===== src/rtl/dso_parallel_decimator_if.sv =====
// Purpose : sample-bus, config and status bundle for dso_parallel_decimator.
// Latency : n/a (signal bundle only).
// Backpr. : none; the bus has no ready and the output rate never exceeds the input rate.
// Signals : cfg_load/dec_ratio/dec_mode/data_format (config strobe + values),
//           in_valid/data_in (input words), out_valid/data_out (packed results),
//           busy (group or partial output word pending).
// Modports: master = sample source/sink (testbench side), slave = decimator.
interface dso_parallel_decimator_if #(
  parameter int LANES    = 8,
  parameter int SAMPLE_W = 16,
  parameter int RATIO_W  = 16
);
  logic                      cfg_load;
  logic [RATIO_W-1:0]        dec_ratio;
  logic                      dec_mode;
  logic [1:0]                data_format;
  logic                      in_valid;
  logic [LANES*SAMPLE_W-1:0] data_in;
  logic                      out_valid;
  logic [LANES*SAMPLE_W-1:0] data_out;
  logic                      busy;

  modport master (
    output cfg_load, dec_ratio, dec_mode, data_format, in_valid, data_in,
    input  out_valid, data_out, busy
  );

  modport slave (
    input  cfg_load, dec_ratio, dec_mode, data_format, in_valid, data_in,
    output out_valid, data_out, busy
  );
endinterface


===== src/rtl/dso_parallel_decimator.sv =====
// Purpose : run-time ratio decimator for LANES-parallel samples; point-sample or
//           min/max peak-detect per group, results repacked into full LANES words.
// Latency : 1 cycle in bypass (ratio 0); 3 cycles from the group-closing word otherwise.
// Backpr. : none; in_valid low simply holds state, output rate <= input rate.
// Ports   : clkin (rising edge), reset (sync, active high), bus (slave modport of
//           dso_parallel_decimator_if carrying config, input words, output words, busy).
// Option  : define PEAK_MODE_EN to compile in peak mode and the format-aware min/max
//           datapath; without it dec_mode/data_format are ignored (sample mode only).
module dso_parallel_decimator #(
  parameter int LANES    = 8,
  parameter int SAMPLE_W = 16,
  parameter int RATIO_W  = 16
) (
  input logic                    clkin,
  input logic                    reset,
  dso_parallel_decimator_if.slave bus
);

  localparam int KW = $clog2(LANES) + 1;
  localparam int DW = LANES * SAMPLE_W;
  typedef logic [SAMPLE_W-1:0] smp_t;

  logic [RATIO_W-1:0] ratio_q;
  logic [RATIO_W-1:0] cnt_q, cnt_d;
  logic [KW-1:0]      k_q, k_d;
  logic [DW-1:0]      pack_q, pack_d;
  logic [DW-1:0]      out_dat_q, out_dat_d;
  logic               out_vld_q, out_vld_d;
  logic               s1_vld_q, s1_first_q, s1_last_q;
  smp_t               s1_smp_q, acc_smp_q;
  logic               s2_vld_q;
  logic               peak, bypass, accept, first_w, last_w;
  smp_t               res_lo, res_hi;

`ifdef PEAK_MODE_EN
  logic mode_q, sgn_q;
  logic fmt_unused;
  smp_t s1_min_q, s1_max_q, acc_min_q, acc_max_q;
  smp_t lane_v, lane_min, lane_max, mrg_min, mrg_max;

  assign peak       = mode_q;
  assign fmt_unused = bus.data_format[1];

  // Signed compare by flipping the sign bit and comparing unsigned.
  function automatic logic lt(input smp_t a, input smp_t b, input logic sgn);
    return {a[SAMPLE_W-1] ^ sgn, a[SAMPLE_W-2:0]} < {b[SAMPLE_W-1] ^ sgn, b[SAMPLE_W-2:0]};
  endfunction

  always_comb begin
    lane_v   = '0;
    lane_min = bus.data_in[SAMPLE_W-1:0];
    lane_max = bus.data_in[SAMPLE_W-1:0];
    for (int i = 1; i < LANES; i++) begin
      lane_v = bus.data_in[i*SAMPLE_W +: SAMPLE_W];
      if (lt(lane_v, lane_min, sgn_q)) lane_min = lane_v;
      if (lt(lane_max, lane_v, sgn_q)) lane_max = lane_v;
    end
  end

  // First word of a group reloads the accumulator instead of merging.
  assign mrg_min = (s1_first_q || lt(s1_min_q, acc_min_q, sgn_q)) ? s1_min_q : acc_min_q;
  assign mrg_max = (s1_first_q || lt(acc_max_q, s1_max_q, sgn_q)) ? s1_max_q : acc_max_q;
  assign res_lo  = peak ? acc_min_q : acc_smp_q;
  assign res_hi  = acc_max_q;
`else
  logic cfg_unused;
  assign peak       = 1'b0;
  assign cfg_unused = bus.dec_mode ^ (^bus.data_format);
  assign res_lo     = acc_smp_q;
  assign res_hi     = acc_smp_q;
`endif

  assign bypass  = (ratio_q == '0);
  assign accept  = bus.in_valid & ~bus.cfg_load;  // words in the cfg_load cycle are dropped
  assign first_w = (cnt_q == '0);
  assign last_w  = (cnt_q == ratio_q - RATIO_W'(1));

  always_comb begin
    cnt_d = cnt_q;
    if (bus.cfg_load) cnt_d = '0;
    else if (accept && !bypass) cnt_d = last_w ? '0 : cnt_q + RATIO_W'(1);
  end

  // Packer: results land in slot k (and k+1 for the max in peak mode);
  // the completed word is taken from pack_d so the last slot is included.
  always_comb begin
    k_d       = k_q;
    pack_d    = pack_q;
    out_vld_d = 1'b0;
    out_dat_d = out_dat_q;
    if (bypass) begin
      if (accept) begin
        out_vld_d = 1'b1;
        out_dat_d = bus.data_in;
      end
    end else if (s2_vld_q && !bus.cfg_load) begin
      for (int i = 0; i < LANES; i++) begin
        if (i == int'(k_q)) pack_d[i*SAMPLE_W +: SAMPLE_W] = res_lo;
        if (peak && (i == int'(k_q) + 1)) pack_d[i*SAMPLE_W +: SAMPLE_W] = res_hi;
      end
      k_d = k_q + (peak ? KW'(2) : KW'(1));
      if (k_d == KW'(LANES)) begin
        out_vld_d = 1'b1;
        out_dat_d = pack_d;
        k_d       = '0;
      end
    end
    if (bus.cfg_load) k_d = '0;
  end

  always_ff @(posedge clkin) begin
    if (reset) begin
      ratio_q    <= RATIO_W'(1);
      cnt_q      <= '0;
      k_q        <= '0;
      pack_q     <= '0;
      out_vld_q  <= 1'b0;
      out_dat_q  <= '0;
      s1_vld_q   <= 1'b0;
      s1_first_q <= 1'b0;
      s1_last_q  <= 1'b0;
      s1_smp_q   <= '0;
      s2_vld_q   <= 1'b0;
      acc_smp_q  <= '0;
`ifdef PEAK_MODE_EN
      mode_q     <= 1'b0;
      sgn_q      <= 1'b0;
      s1_min_q   <= '0;
      s1_max_q   <= '0;
      acc_min_q  <= '0;
      acc_max_q  <= '0;
`endif
    end else begin
      if (bus.cfg_load) begin
        ratio_q <= bus.dec_ratio;
`ifdef PEAK_MODE_EN
        mode_q  <= bus.dec_mode;
        sgn_q   <= bus.data_format[0];
`endif
      end
      cnt_q     <= cnt_d;
      k_q       <= k_d;
      pack_q    <= pack_d;
      out_vld_q <= out_vld_d;
      out_dat_q <= out_dat_d;

      // Stage 1: per-word reduction.
      s1_vld_q <= accept & ~bypass;
      if (accept) begin
        s1_first_q <= first_w;
        s1_last_q  <= last_w;
        s1_smp_q   <= bus.data_in[SAMPLE_W-1:0];
`ifdef PEAK_MODE_EN
        s1_min_q   <= lane_min;
        s1_max_q   <= lane_max;
`endif
      end

      // Stage 2: group accumulator; s2_vld marks a finished group result.
      s2_vld_q <= s1_vld_q & s1_last_q & ~bus.cfg_load;
      if (s1_vld_q && !bus.cfg_load) begin
        if (s1_first_q) acc_smp_q <= s1_smp_q;
`ifdef PEAK_MODE_EN
        acc_min_q <= mrg_min;
        acc_max_q <= mrg_max;
`endif
      end
    end
  end

  assign bus.out_valid = out_vld_q;
  assign bus.data_out  = out_dat_q;
  assign bus.busy      = (cnt_q != '0) | (k_q != '0) | s1_vld_q | s2_vld_q;

endmodule


===== src/flat_wrapper.sv =====
// flat-port wrapper written by rule: the top's interface ports become plain ports
module dso_parallel_decimator_flat 
#(
  parameter int LANES    = 8,
  parameter int SAMPLE_W = 16,
  parameter int RATIO_W  = 16
)
  (clkin, reset, bus_cfg_load, bus_dec_ratio, bus_dec_mode, bus_data_format, bus_in_valid, bus_data_in, bus_out_valid, bus_data_out, bus_busy);
  dso_parallel_decimator_if #(.LANES(LANES), .SAMPLE_W(SAMPLE_W), .RATIO_W(RATIO_W)) bus_i ();
  input logic clkin;
  input logic reset;
  input wire logic [$bits(bus_i.cfg_load)-1:0] bus_cfg_load;
  input wire logic [$bits(bus_i.dec_ratio)-1:0] bus_dec_ratio;
  input wire logic [$bits(bus_i.dec_mode)-1:0] bus_dec_mode;
  input wire logic [$bits(bus_i.data_format)-1:0] bus_data_format;
  input wire logic [$bits(bus_i.in_valid)-1:0] bus_in_valid;
  input wire logic [$bits(bus_i.data_in)-1:0] bus_data_in;
  output wire logic [$bits(bus_i.out_valid)-1:0] bus_out_valid;
  output wire logic [$bits(bus_i.data_out)-1:0] bus_data_out;
  output wire logic [$bits(bus_i.busy)-1:0] bus_busy;
  assign bus_i.cfg_load = bus_cfg_load;
  assign bus_i.dec_ratio = bus_dec_ratio;
  assign bus_i.dec_mode = bus_dec_mode;
  assign bus_i.data_format = bus_data_format;
  assign bus_i.in_valid = bus_in_valid;
  assign bus_i.data_in = bus_data_in;
  assign bus_out_valid = bus_i.out_valid;
  assign bus_data_out = bus_i.data_out;
  assign bus_busy = bus_i.busy;
  dso_parallel_decimator #(.LANES(LANES), .SAMPLE_W(SAMPLE_W), .RATIO_W(RATIO_W)) u_core (.clkin(clkin), .reset(reset), .bus(bus_i));
endmodule

===== config.mk =====
export PLATFORM = sky130hd
export DESIGN_NAME = dso_parallel_decimator_flat
export DESIGN_NICKNAME = d
export VERILOG_FILES = /design/src/rtl/dso_parallel_decimator_if.sv /design/src/rtl/dso_parallel_decimator.sv /design/src/flat_wrapper.sv
export SDC_FILE = /design/constraint.sdc
export NUM_CORES = 1
export LEC_CHECK = 0
export BUFFER_PORTS_ARGS = -buffer_cell sky130_fd_sc_hd__buf_2
export CORE_MARGIN = 4
export CORE_UTILIZATION = 40
export CTS_CLUSTER_DIAMETER = 80
export DETAILED_ROUTE_END_ITERATION = 8
export PLACE_DENSITY = 0.65
export SLEW_MARGIN = 10
export SYNTH_ARGS = -nofsm -noshare
export SYNTH_HDL_FRONTEND = slang
export SYNTH_SLANG_ARGS = --single-unit

===== constraint.sdc =====
create_clock -name clkin -period 6.7 [get_ports clkin]
set_input_delay 0.335 -clock clkin [delete_from_list [all_inputs] [get_ports clkin]]
set_output_delay 0.335 -clock clkin [all_outputs]
set_load 0.01 [all_outputs]

# After elaboration in Yosys (flattened, before gate mapping)
# Index checks and enable logic that the tools add are counted.
# Widths: inputs -> output; s select.
[classes]
add_sub_neg = 3
n_eq_ne = 10
shifts = 0
muxes = 18
div = 0
n_bitwise = 9
n_mul = 0
magnitude_cmp = 0
reduce_logical = 16
[op_table]
columns = ["op", "n"]
rows = [
  ["$mux 128", 4],
  ["$mux 16", 9],
  ["$logic_not 16->1", 2],
  ["$add 16x1->16 const B", 1],
  ["$eq 16x16->1", 1],
  ["$eq 4x4->1 const A", 4],
  ["$reduce_bool 16->1", 1],
  ["$sub 16x1->16 const B", 1],
  ["$eq 3x4->1 const A", 2],
  ["$add 4x1->4 const B", 1],
  ["$and 1x1->1", 4],
  ["$eq 2x4->1 const A", 1],
  ["$eq 4x4->1 const B", 1],
  ["$logic_not 4->1", 1],
  ["$mux 1", 4],
  ["$mux 4", 1],
  ["$reduce_and 2->1", 2],
  ["$reduce_bool 2->1", 2],
  ["$reduce_bool 4->1", 1],
  ["$logic_and 1x1->1", 3],
  ["$or 1x1->1", 3],
  ["$reduce_and 3->1", 1],
  ["$logic_not 1->1", 2],
  ["$ne 2x2->1 const B", 1],
  ["2 further kinds", 3],
]
[word_totals]
output_inout_bits = 130
reg_bits = 329
ramBits = 0
input_bits = 151
rom_bits = 0
elab_cells = 68
latchBits = 0
n_memories = 0

# Longest topological paths before layout
[depth]
depth_word = 5
depth_mapped = 12
depth_no_buf = 9

# Worst setup path before layout
# No wires, ideal clock.
[synth_timing]
path_type = "register to register"
startpoint = "register u_core.ratio_q[0]"
endpoint = "register u_core.pack_q[102]"
t_arrival_ns = 2.275
t_required_ns = 6.614
path_stages_with_launch = 11
period_less_slack_ns = 2.360
n_path_buf = 2
setup_time_ns = 0.086
slack_ns = 4.340
path_cell_list = "dfxtp_1 > inv_1 > ha_1 > nor3b_1 > nand2_1 > nor3_1 > nor3b_1 > clkbuf_1 > clkbuf_1 > nor2_1 > a211oi_1"
[synth_via]
elab_chain_len = 3
[synth_rtl]
columns = ["element", "line", "source"]
rows = [
  ["from (decl)", "dso_parallel_decimator.sv:23", "logic [RATIO_W-1:0] ratio_q;"],
  ["from (signal assigned)", "dso_parallel_decimator.sv:135", "ratio_q <= bus.dec_ratio;"],
  ["$logic_not 16->1", "dso_parallel_decimator.sv:73", "assign bypass = (ratio_q == '0);"],
  ["$not 1->1 (no source line)", "-", ""],
  ["$reduce_and 2->1 (no source line)", "-", ""],
  ["to (signal assigned)", "dso_parallel_decimator.sv:143", "pack_q <= pack_d;"],
  ["to (decl)", "dso_parallel_decimator.sv:26", "logic [DW-1:0] pack_q, pack_d;"],
]
# No other way between the ends.
# A chain may end at the register's enable or synchronous reset.

# Worst setup path after layout
[layout_timing]
startpoint = "register u_core.ratio_q[0]"
endpoint = "register u_core.out_dat_q[1] (netlist: u_core.bus.data_out[1])"
[layout_via]
elab_chain_len = 3
word_cells_on_any_way = 6
classes_between = "eq/ne: 1; mux: 1; reduce/logical: 4"
[layout_rtl]
columns = ["element", "line", "source"]
rows = [
  ["$logic_not 16->1 *", "dso_parallel_decimator.sv:73", ""],
  ["$ne 2x2->1 (no source line) / $reduce_bool 2->1 (equally long branches)", "-", ""],
  ["$reduce_and 3->1 (no source line)", "-", ""],
  ["to (signal assigned)", "dso_parallel_decimator.sv:145", "out_dat_q <= out_dat_d;"],
  ["to (decl)", "dso_parallel_decimator.sv:27", "logic [DW-1:0] out_dat_q, out_dat_d;"],
]
# Mark *: on every way between the ends. The rest lies on a longest branch, timed or not.

==> flow_metrics.env <==
export IMPL_hold_path_class="input port to flip-flop"
export IMPL_grt_start_max_net_pins=240
export IMPL_cts_resized=0
export IMPL_skew_ns=0.0141
export IMPL_finalHoldViolations=0
export IMPL_cts_tree="done"
export IMPL_hold_buffers=0
export IMPL_io_buffers=277
export IMPL_finalPower_mw=4.22
export IMPL_p_int_mw=3.30
export IMPL_clk_pin_slew_ns=0.06
export IMPL_yosys_area_top_type="dfxtp_1"
export IMPL_switching_share=0.219
export IMPL_rsz0062_at_grt="false"
export IMPL_worst_pin_slew_ns=1.20
export IMPL_finalSetupTns_ns=0
export IMPL_fin_crit_ns=3.56
export IMPL_synth_distinct_cells=48
export IMPL_wirelength_mm=43.1
export IMPL_grt_pass1_vias=11936
export IMPL_overflow=0
export IMPL_core_area_um2=35700
export IMPL_vias=12618
export IMPL_n_antenna_cell=0
export IMPL_end_kind="flip-flop"
export IMPL_grt_pass1_wl_mm=66.0
export IMPL_drtAntennaViolNets=0
export IMPL_drcViolationCount=0
export IMPL_cp_start_kind="flip-flop"
export IMPL_dp_hpwl_mm=26.5
export IMPL_cts_made_buffers=38
export IMPL_vdd_drop_max_mv=0.160
export IMPL_synth_nets=1878
export IMPL_clock_latency_ns=0.52
export IMPL_cts_sinks=329
export IMPL_fin_nets=2043
export IMPL_fillCellCount=3503
export IMPL_die_h_um=199
export IMPL_crit_path_max_incr_delay_ns=0.77
export IMPL_viasPerCell=5.33
export IMPL_drt_iter0_drc=734
export IMPL_syn_inst=1720
export IMPL_firstDrtPassIters=5
export IMPL_power_switching_mw=0.926
export IMPL_drive_above_1_share=0.192
export IMPL_synth_area_leaders="dfxtp_1 (45%), mux2i_1 (9.9%), nand2_1 (8.8%)"
export IMPL_pwr_share_seq=0.469
export IMPL_grt_total_usage=0.206
export IMPL_cts_setup_buffers=0
export IMPL_gp_congestion=0.807
export IMPL_critPathLaunch="u_core.ratio_q[0]"
export IMPL_synth_top_area_frac=0.452
export IMPL_fin_crit_sh=0.531
export IMPL_max_freq_mhz=281
export IMPL_final_cell_mix="nand2_1 (341), dfxtp_1 (329), buf_2 (276)"
export IMPL_worstHoldStart="bus_dec_ratio[15]"
export IMPL_dpl_cell_area_um2=15900
export IMPL_antenna_found_initial=4
export IMPL_cts_max_path_buffers=3
export IMPL_crit_path_max_fanout=234
export IMPL_initial_core_util=0.408
export IMPL_wl_per_cell_um=18.2
export IMPL_pwr_share_comb=0.041
export IMPL_worstPathArrival_ns=3.99
export IMPL_clockRootBuffer="clkbuf_16"
export IMPL_die_area_um2=39500
export IMPL_yosys_warnings=0
export IMPL_syn_area_um2=14600
export IMPL_layout_commonest_cell="nand2_1"
export IMPL_cp_cell_sequence="inv_1 > ha_1 > nor3b_1 > nand2_1 > or3_4 > buf_12 > o22ai_4 > buf_4 > o211ai_1 > a21oi_1"
export IMPL_area_delta_synth_final_pct=18.0
export IMPL_relSlewSlack=0.201
export IMPL_p_leak_nw=7.40
export IMPL_power_density_nw_per_um2=246
export IMPL_htreeDepth=2
export IMPL_clockPowerShare=0.490
export IMPL_status="complete, no violations"
export IMPL_final_max_slew_viol_count=0
export IMPL_crit_required_ns=7.13
export IMPL_dieWidth_um=199
export IMPL_reg2reg_from="u_core.ratio_q[0]"
export IMPL_ys_ff_latch=329
export IMPL_syn_area_per_cell_um2=8.47
export IMPL_crit_slowest_cell="buf_4"
export IMPL_io_pins=281
export IMPL_setup_viol=0
export IMPL_worst_setup_path_type="flip-flop to flip-flop"
export IMPL_rows=69
export IMPL_fin_area_um2=17200
export IMPL_maxCapViolations=0
export IMPL_seq_area_frac_synth=0.452
-- flip-flops by register name (all words and copies together), names as in the netlist --
| name | count |
|---|---|
| u_core.acc_smp_q | 16 |
| u_core.bus.data_out | 128 |
| u_core.bus.out_valid | 1 |
| u_core.cnt_q | 16 |
| u_core.k_q | 4 |
| u_core.pack_q | 128 |
| u_core.ratio_q | 16 |
| u_core.s1_first_q | 1 |
| u_core.s1_last_q | 1 |
| u_core.s1_smp_q | 16 |
| u_core.s1_vld_q | 1 |
| u_core.s2_vld_q | 1 |
-- layout make-up --
| type | count | area [um^2] | share of cell area |
|---|---|---|---|
| Inverter | 10 | 37.5 | 0.00218 |
| Clock inverter | 6 | 109 | 0.00633 |
| Timing Repair Buffer | 289 | 1520 | 0.0887 |
| Clock buffer | 54 | 1110 | 0.0649 |
| Tap cell | 461 | 577 | 0.0336 |
| Sequential cell | 329 | 6590 | 0.383 |
| Multi-Input combinational cell | 1217 | 7240 | 0.421 |
-- path summary, 6_finish.rpt --
path                                                 to  slack, ns  depth (start not counted)
worst max-delay path             u_core.bus.data_out[1]       3.14                         10
worst min register to register  u_core.bus.data_out[81]       0.45                          2
worst min-delay path                 u_core.ratio_q[15]       0.06                          3
worst max register to register   u_core.bus.data_out[1]       3.14                         10
-- critical path, delay by kind of cell (launching register included) --
| family | cells | cell delay, ns |
|---|---|---|
| AOI/OAI and AO/OA | 3 | 0.65 |
| adders and majority gates | 1 | 0.21 |
| buffers and inverters | 3 | 1.18 |
| DFF | 1 | 0.35 |
| and+or+nand+nor | 3 | 1.02 |
-- through the flow --
stage           util  hold slack [ns]  instances  setup slack [ns]
2_1_floorplan      -            0.432       1720              4.34
3_3_place_gp   0.446            0.436       2305              2.90
3_5_place_dp   0.446            0.441       2305              2.86
4_1_cts        0.480           0.0443       2365              2.84
5_1_grt        0.481           0.0509       2366              2.81
6_report       0.481           0.0609       2366              3.14
-- cell usage after synthesis, drive strengths merged --
library cell  count
nor3              8
or4               3
o211ai          131
or3               3
or2               3
nand3            11
or3b              1
o221ai            1
nor2b             5
and2              6
nor4              9
xor2             10
clkbuf          102
ha                7
nand2b            4
and4              1
nor3b             3
mux2i           144
a31oi             1
and4bb            1
inv              10
a2bb2oi           1
dfxtp           329
nor2            176
nor4b             2
nand4             4
nand2           341
o41ai             2
o22ai             1
and3b             1
o21a              2
and3              4
a21oi           169
or4b              1
o21ai             6
a211oi          130
xnor2            24
nand3b            1
buf              62
-- kinds of logic (layout without fill, tap and decap cells) --
family          count (synthesis)  count (layout)  share of synthesized area
xor+xnor                       34              34                     0.0204
mux                           144             144                     0.0990
simple gates                  588             588                      0.169
flops                         329             329                      0.452
fa+ha+maj                       7               7                    0.00601
buf+inv                       174             359                     0.0532
compound gates                444             444                      0.201
-- power by group through the flow --
stage	clock network (mW)	logic (mW)	registers, mW
floorplan	0	0.102	2.02
global placement	0	0.171	2.02
detailed placement	0	0.173	2.02
CTS	2.12	0.174	1.98
global route	2.20	0.191	1.98
finish	2.07	0.174	1.98
-- per-layer routing --
layer / up-vias / track usage / wire length (um)
li1: 6358 / - / -
met1: 5860 / 0.284 / 19800
met2: 327 / 0.334 / 19700
met3: 65 / 0.0432 / 2640
met4: 8 / 0.0499 / 889
met5: - / 0 / 55
No activity file was read; power rests on OpenSTA's default activity.
